--- config.mk ---
export PLATFORM = sky130hd
export DESIGN_NAME = side_layer_color_mixer
export DESIGN_NICKNAME = d
export VERILOG_FILES = /design/src/rtl/alphamission_video_pkg.sv /design/src/rtl/side_layer_color_mixer_delay_line.sv /design/src/rtl/side_layer_color_mixer.sv
export SDC_FILE = /design/constraint.sdc
export NUM_CORES = 1
export LEC_CHECK = 0
export BUFFER_PORTS_ARGS = -buffer_cell sky130_fd_sc_hd__buf_2
export CORE_MARGIN = 1.5
export CORE_UTILIZATION = 53
export DETAILED_ROUTE_END_ITERATION = 10
export PLACE_DENSITY = 0.88
export SLEW_MARGIN = 5
export SYNTH_ARGS = -nofsm -noshare
export SYNTH_HDL_FRONTEND = slang
export SYNTH_SLANG_ARGS = --single-unit
--- constraint.sdc ---
create_clock -name clk -period 2.9 [get_ports clk]
set_input_delay 0.145 -clock clk [delete_from_list [all_inputs] [get_ports clk]]
set_output_delay 0.145 -clock clk [all_outputs]
set_load 0.02 [all_outputs]
--- src/rtl/alphamission_video_pkg.sv ---
// Shared video definitions: layer source encoding, palette address width,
// default transparent codes and palette address prefixes per layer.
package alphamission_video_pkg;

  typedef enum logic [1:0] {
    SRC_NONE = 2'd0,
    SRC_BG   = 2'd1,
    SRC_SPR  = 2'd2,
    SRC_SIDE = 2'd3
  } layer_src_t;

  localparam int          PAL_AW          = 11;
  localparam logic [3:0]  SIDE_TRANSP_DEF = 4'hF;
  localparam logic [3:0]  SPR_TRANSP_DEF  = 4'hF;

  localparam logic [2:0]  PAL_PFX_SIDE    = 3'b111;
  localparam logic [2:0]  PAL_PFX_SPR     = 3'b100;
  localparam logic [2:0]  PAL_PFX_BG      = 3'b000;

endpackage

--- src/rtl/side_layer_color_mixer_delay_line.sv ---
// CK1-enabled shift register used to align the side layer colour code with
// the sprite/background streams; reset fills every tap with FILL.
module side_pixel_delay_line #(
  parameter int               DEPTH = 3,
  parameter int               WIDTH = 4,
  parameter logic [WIDTH-1:0] FILL  = '1
) (
  input  logic             clk,
  input  logic             rst,
  input  logic             en,
  input  logic [WIDTH-1:0] din,
  output logic [WIDTH-1:0] dout
);

  logic [WIDTH-1:0] tap_q [DEPTH];
  logic [WIDTH-1:0] tap_d [DEPTH];

  always_comb begin
    for (int i = 0; i < DEPTH; i++) begin
      tap_d[i] = tap_q[i];
    end
    if (en) begin
      tap_d[0] = din;
      for (int i = 1; i < DEPTH; i++) begin
        tap_d[i] = tap_q[i-1];
      end
    end
  end

  always_ff @(posedge clk) begin
    if (rst) begin
      for (int i = 0; i < DEPTH; i++) begin
        tap_q[i] <= FILL;
      end
    end else begin
      for (int i = 0; i < DEPTH; i++) begin
        tap_q[i] <= tap_d[i];
      end
    end
  end

  assign dout = tap_q[DEPTH-1];

endmodule

--- src/rtl/side_layer_color_mixer.sv ---
// Side layer colour mixer: delays SD, resolves SIDE/SPR/BG priority and emits
// the palette address. Optional layer masking under `SIDE_LAYER_MASK_EN.
module side_layer_color_mixer
  import alphamission_video_pkg::*;
#(
  parameter int         SD_DELAY    = 3,
  parameter logic [3:0] SIDE_TRANSP = SIDE_TRANSP_DEF,
  parameter logic [3:0] SPR_TRANSP  = SPR_TRANSP_DEF
) (
  input  logic              clk,
  input  logic              VIDEO_RST,
  input  logic              CK1,
  input  logic [3:0]        SD,
  input  logic [7:0]        SPR_D,
  input  logic [7:0]        BG_D,
  input  logic              HBLANKn,
  input  logic              VBLANKn,
  input  logic [7:0]        VD_in,
  input  logic              COLREG_CSn,
  input  logic              VWE,
`ifdef SIDE_LAYER_MASK_EN
  input  logic [2:0]        LAYER_MASK,
`endif
  output logic [PAL_AW-1:0] PAL_A,
  output logic [1:0]        PAL_SRC,
  output logic              PIX_VALID
);

  // Register layout: [3:0] side palette bank, [4] SPR_OVER_SIDE.
  logic [4:0]        staging_q, staging_d;
  logic [4:0]        active_q,  active_d;
  logic              vwe_prev_q, vwe_prev_d;
  logic              hbl_prev_q, hbl_prev_d;
  logic [PAL_AW-1:0] pal_a_q, pal_a_d;
  layer_src_t        pal_src_q, pal_src_d;
  logic              pix_valid_q, pix_valid_d;

  logic              cpu_wr;
  logic              line_start;
  logic [3:0]        sd_dly;
  logic              side_op, spr_op, bg_op;
  layer_src_t        winner;
  logic              unused_vd;

  assign unused_vd = ^VD_in[7:5];

  function automatic layer_src_t pick_layer(input logic side_o,
                                            input logic spr_o,
                                            input logic bg_o,
                                            input logic spr_over_side);
    layer_src_t w;
    w = SRC_NONE;
    if (bg_o) w = SRC_BG;
    if (spr_over_side) begin
      if (side_o) w = SRC_SIDE;
      if (spr_o)  w = SRC_SPR;
    end else begin
      if (spr_o)  w = SRC_SPR;
      if (side_o) w = SRC_SIDE;
    end
    return w;
  endfunction

  side_pixel_delay_line #(
    .DEPTH (SD_DELAY),
    .WIDTH (4),
    .FILL  (SIDE_TRANSP)
  ) u_sd_delay (
    .clk  (clk),
    .rst  (VIDEO_RST),
    .en   (CK1),
    .din  (SD),
    .dout (sd_dly)
  );

  // CPU register path: strobe edge detect and line-boundary transfer.
  assign cpu_wr     = vwe_prev_q & ~VWE & ~COLREG_CSn;
  assign line_start = hbl_prev_q & ~HBLANKn;

  always_comb begin
    vwe_prev_d = VWE;
    hbl_prev_d = HBLANKn;
    staging_d  = staging_q;
    active_d   = active_q;
    if (cpu_wr)     staging_d = VD_in[4:0];
    if (line_start) active_d  = staging_q;
  end

  always_comb begin
    side_op = (sd_dly != SIDE_TRANSP);
    spr_op  = (SPR_D[3:0] != SPR_TRANSP);
    bg_op   = 1'b1;
`ifdef SIDE_LAYER_MASK_EN
    side_op = side_op & ~LAYER_MASK[2];
    spr_op  = spr_op  & ~LAYER_MASK[1];
    bg_op   = bg_op   & ~LAYER_MASK[0];
`endif
    winner  = pick_layer(side_op, spr_op, bg_op, active_q[4]);
  end

  // Output stage: blanking is taken straight from the inputs, not delayed.
  always_comb begin
    pal_a_d     = pal_a_q;
    pal_src_d   = pal_src_q;
    pix_valid_d = pix_valid_q;
    if (CK1) begin
      if (!HBLANKn || !VBLANKn) begin
        pal_a_d     = '0;
        pal_src_d   = SRC_NONE;
        pix_valid_d = 1'b0;
      end else begin
        pix_valid_d = 1'b1;
        pal_src_d   = winner;
        case (winner)
          SRC_SIDE: pal_a_d = {PAL_PFX_SIDE, active_q[3:0], sd_dly};
          SRC_SPR:  pal_a_d = {PAL_PFX_SPR, SPR_D};
          SRC_BG:   pal_a_d = {PAL_PFX_BG, BG_D};
          default:  pal_a_d = '0;
        endcase
      end
    end
  end

  always_ff @(posedge clk) begin
    if (VIDEO_RST) begin
      vwe_prev_q  <= 1'b1;
      hbl_prev_q  <= 1'b0;
      staging_q   <= '0;
      active_q    <= '0;
      pal_a_q     <= '0;
      pal_src_q   <= SRC_NONE;
      pix_valid_q <= 1'b0;
    end else begin
      vwe_prev_q  <= vwe_prev_d;
      hbl_prev_q  <= hbl_prev_d;
      staging_q   <= staging_d;
      active_q    <= active_d;
      pal_a_q     <= pal_a_d;
      pal_src_q   <= pal_src_d;
      pix_valid_q <= pix_valid_d;
    end
  end

  assign PAL_A     = pal_a_q;
  assign PAL_SRC   = pal_src_q;
  assign PIX_VALID = pix_valid_q;

endmodule
* Yosys cells after proc, flatten, opt, wreduce, memory -nomap -nowiden
Memories as Yosys holds them, arrays and structs flattened. Index checks and enable logic that the tools add are counted.
Storage, ports and cells: register bits 26, bits in writable memories 12, input bits 35, output and inout port bits 14, word-level logic and storage cells 41, memories kept 1
Memories:
- u_sd_delay.tap_q | depth 3, bits a word 4, rd ports 3, clocked after memory_dff 0, wr ports 3, line side_layer_color_mixer_delay_line.sv:15 | logic [WIDTH-1:0] tap_q [DEPTH];
Operators by class: eq/ne operators 5, multiplexer cells 16, bitwise gates (word level) 9, reductions and logical operators 3
Operators by type and width (count):
- $pmux 11 s3 | 1
- $mux 12 | 1
- $mux 2 | 6
- $mux 4 | 3
- $mux 11 | 1
- $ne 4x4->1 const B | 2
- $eq 2x2->1 const B | 2
- $mux 1 | 4
- $and 1x1->1 | 3
- $not 1->1 | 3
- $or 1x1->1 | 3
- $eq 2x1->1 const B | 1
- $logic_not 1->1 | 2
- $logic_or 1x1->1 | 1

* Longest topological paths before layout
An unclocked memory read counts as a cell.
depth after elaboration 8, depth in mapped cells 5, mapped depth without buffers 4

* Cells and area by module
From an unflattened synthesis, not the netlist that was laid out.
Unflattened totals: cell total of the unflattened synthesis 156, area total of the unflattened synthesis 1520.2 um2
Modules (own cells, without submodules):
- side_layer_color_mixer | instances 1, cells each 113, area each 1029.7 um2, seq. area each 500.5 um2
- side_pixel_delay_line | instances 1, cells each 43, area each 490.5 um2, seq. area each 240.2 um2

* Least setup slack after synthesis
Ideal clock, no wire load.
kind register to register, start point memory u_sd_delay.tap_q[2][2] (netlist: u_sd_delay.tap_q[0][10]), end point register pal_a_q[4] (netlist: PAL_A[4]), setup time 0.119 ns, arrival 1.035 ns, data required time 2.781 ns, path slack 1.746 ns, cell stages (with the launch flop) 6, path buffers 1, period minus slack after synthesis 1.154 ns, cells stage by stage dfxtp_1 and4_1 buf_2 a21o_2 o22ai_1 o21ai_1
RTL lines:
- start: declaration | line side_layer_color_mixer_delay_line.sv:15
- end signal: assignment | line side_layer_color_mixer.sv:138 | pal_a_q <= pal_a_d;
- end: declaration | line side_layer_color_mixer.sv:34 | logic [PAL_AW-1:0] pal_a_q, pal_a_d;

==> results.json <==
{
  "first_pass_iters": 4,
  "timing.final.ws_setup_ps": 1620,
  "place_ws_ps": 1560,
  "required_ps": 3130,
  "fin_skew_ps": 3.43,
  "power_density_nw_per_um2": 546,
  "grt_max_degree": 33,
  "p_int_uw": 727,
  "worstMarginPinSlew_ps": 545,
  "route.vias.total": 1293,
  "fin_total_pwr_uw": 973,
  "clock.fmax_ghz": 0.783,
  "fp.coreArea_sq_um": 2710,
  "die-area_sq_um": 3140,
  "hold_buffers": 0,
  "globalRouteTotalUtil": 0.208,
  "row_count": 19,
  "cts_tree": "done",
  "hold_path_class": "in -> reg",
  "fin_setup_tns_ps": 0,
  "clock_tree.buffer_depth": 2,
  "path_delay_family": "compound AO/OA/AOI/OAI gates",
  "p_seq_frac": 0.557,
  "worstPathCellList": "and4_1 > o21ai_2 > o22ai_1 > o21ai_1",
  "setup-violations-final": 0,
  "die-width_um": 56.1,
  "ys_warn_count": 0,
  "cp-end-kind": "flip-flop",
  "synth.avg_cell_area_sq_um": 9.39,
  "hold_viol": 0,
  "clockRootBuffer": "clkbuf_4",
  "nets": 236,
  "relSlewSlack": 0.636,
  "finalCriticalPeriod_ps": 1280,
  "outcome": "completed",
  "dr.first_iter.drc_count": 55,
  "via_per_inst": 5.55,
  "leakage_uw": 0.000756,
  "cts_setup_buffers": 0,
  "netlist_area_sq_um": 1490,
  "htree_levels": 2,
  "fin_cells": 233,
  "ant_nets": 0,
  "cts-buffers-inserted": 5,
  "syn2layout_area_growth_pct": 19.4,
  "multiInputGateArea_sq_um": 703,
  "die_h_um": 56.1,
  "placedCellCount": 225,
  "numPortBuffers": 45,
  "cts_sinks": 37,
  "gp_congestion": 0.831,
  "report.final.slew_viol_count": 0,
  "synth.ff_latch_count": 37,
  "whs_ps": 9.51,
  "routed_wl_um": 3150,
  "critPathSlowestCell": "dfxtp_1",
  "n_antenna_cell": 0,
  "antenna_found_initial": 0,
  "post_drt_wl_per_cell_um": 13.5,
  "p_sw_uw": 246,
  "worstSetupStartpointType": "flip-flop",
  "synthCells": 159,
  "rsz0062_at_grt": "false",
  "clkTransAtPathRegs_ps": 110,
  "drv_cap": 0,
  "seq_area_frac_synth": 0.496,
  "grt.overflow.total": 0,
  "swShare": 0.253,
  "cp_num_buf_inv": 0,
  "grt_pass1_vias": 1210,
  "ys_types": 27,
  "io_pins": 49,
  "combPwrFrac": 0.128,
  "clock_latency_ps": 330,
  "cp.arrival_ps": 1510,
  "drc": 0,
  "drive_gt1_frac": 0.297,
  "ctsResizeCount": 0,
  "grt_pass1_wl_um": 5200,
  "critPathMaxStageDelay_ps": 380,
  "critical_path_class": "reg -> reg",
  "syn_nets": 194,
  "nFillCells": 251,
  "critPathMaxFanout": 7,
  "start_util": 0.551,
  "seq_area_sq_um": 741,
  "finalCritPeriodShare": 0.441,
  "clkPwrFrac": 0.315,
  "dp_hpwl_um": 2310,
  "peakVddDrop_mv": 0.466
}
cell families after synthesis:
family / share of synthesized area
flops: 0.496
buf+inv: 0.0327
compound gates: 0.186
simple gates: 0.218
mux: 0.0671
path summary, 6_finish.rpt:
| check | start | end | slack, ps | depth (start not counted) |
|---|---|---|---|---|
| setup / recovery | u_sd_delay.tap_q[0][9]$_SDFFE_PP1P_ | PAL_A[6]$_SDFFE_PP0P_ | 1620 | 4 |
| hold / removal | SD[2] | u_sd_delay.tap_q[0][2]$_SDFFE_PP1P_ | 10 | 2 |
| setup reg to reg | u_sd_delay.tap_q[0][9]$_SDFFE_PP1P_ | PAL_A[6]$_SDFFE_PP0P_ | 1620 | 4 |
| hold reg to reg | PAL_A[5]$_SDFFE_PP0P_ | PAL_A[5]$_SDFFE_PP0P_ | 470 | 2 |
worst register-to-register path, delay by kind of cell, from the launching register on:
family          cells  cell delay [ps]
compound gates      3              430
flops               1              380
simple gates        1              380
flip-flops by register name, indices dropped and copies added, names as in the netlist:
signal,cells
PIX_VALID,1
staging_q,5
u_sd_delay.tap_q,12
PAL_A,10
active_q,5
PAL_SRC,2
hbl_prev_q,1
vwe_prev_q,1
per-layer routing:
layer / vias to the layer above / wire [um] / GRT usage
met5: - / 0 / 0
met4: 0 / 13 / 0.0544
met3: 2 / 231 / 0.0791
met2: 46 / 1560 / 0.360
met1: 599 / 1350 / 0.241
li1: 646 / - / -
metrics by stage:
step,util,area [sq um]
after CTS,0.657,1780
after global placement,0.632,1710
final,0.657,1780
after floorplan,-,1490
after global routing,0.657,1780
after detailed placement,0.632,1710
synthesized netlist by cell type:
| cell | count | area share |
|---|---|---|
| dfxtp_1 | 37 | 0.50 |
| nor2b_1 | 17 | 0.071 |
| nor2_1 | 13 | 0.033 |
| a211o_1 | 12 | 0.070 |
| o21ai_0 | 12 | 0.040 |
| mux2i_1 | 10 | 0.067 |
| a21oi_1 | 8 | 0.027 |
| nand2_1 | 8 | 0.020 |
| clkbuf_1 | 6 | 0.015 |
| nand2b_1 | 6 | 0.025 |
| nand4_1 | 4 | 0.017 |
| o21ai_1 | 4 | 0.013 |
| o22ai_1 | 4 | 0.017 |
| buf_2 | 3 | 0.010 |
| nand3_1 | 2 | 0.0067 |
| or2_2 | 2 | 0.0084 |
| a21o_2 | 1 | 0.0059 |
| and2_4 | 1 | 0.0059 |
| and3_1 | 1 | 0.0042 |
| and4_1 | 1 | 0.0059 |
| buf_4 | 1 | 0.0050 |
| inv_1 | 1 | 0.0025 |
| nand4_2 | 1 | 0.0084 |
| nor3b_2 | 1 | 0.0084 |
| o21ai_2 | 1 | 0.0059 |
| o32a_1 | 1 | 0.0067 |
| or3_1 | 1 | 0.0042 |
layout by cell type, fill, tap and decap left out, types with 2 or more instances in the layout:
| cell | netlist | layout |
|---|---|---|
| a211o_1 | 12 | 12 |
| a21oi_1 | 8 | 8 |
| buf_2 | 3 | 45 |
| clkbuf_4 | 0 | 5 |
| clkbuf_8 | 0 | 2 |
| dfxtp_1 | 37 | 37 |
| mux2i_1 | 10 | 10 |
| nand2_1 | 8 | 8 |
| nand2b_1 | 6 | 6 |
| nand3_1 | 2 | 2 |
| nand4_1 | 4 | 4 |
| nor2_1 | 13 | 13 |
| nor2b_1 | 17 | 17 |
| o21ai_0 | 12 | 12 |
| o21ai_1 | 4 | 4 |
| o22ai_1 | 4 | 4 |
| or2_2 | 2 | 2 |
layout make-up:
cell class,count,area share
timing repair buffer,45,0.126
clock buffer,7,0.0365
sequential,37,0.416
clock inverter,1,0.00281
tap,31,0.0218
inverter,1,0.00211
multi-input combinational,111,0.395
power groups by stage:
stage                     sequential [uW]  combinational, uW  clock, uW
final                                 542                125        306
after global routing                  545                138        334
after CTS                             542                125        311
after detailed placement              554                125          0
after global placement                553                118          0
after floorplan                       559               74.9          0
Note: power is estimated with default switching activity, not from simulation.
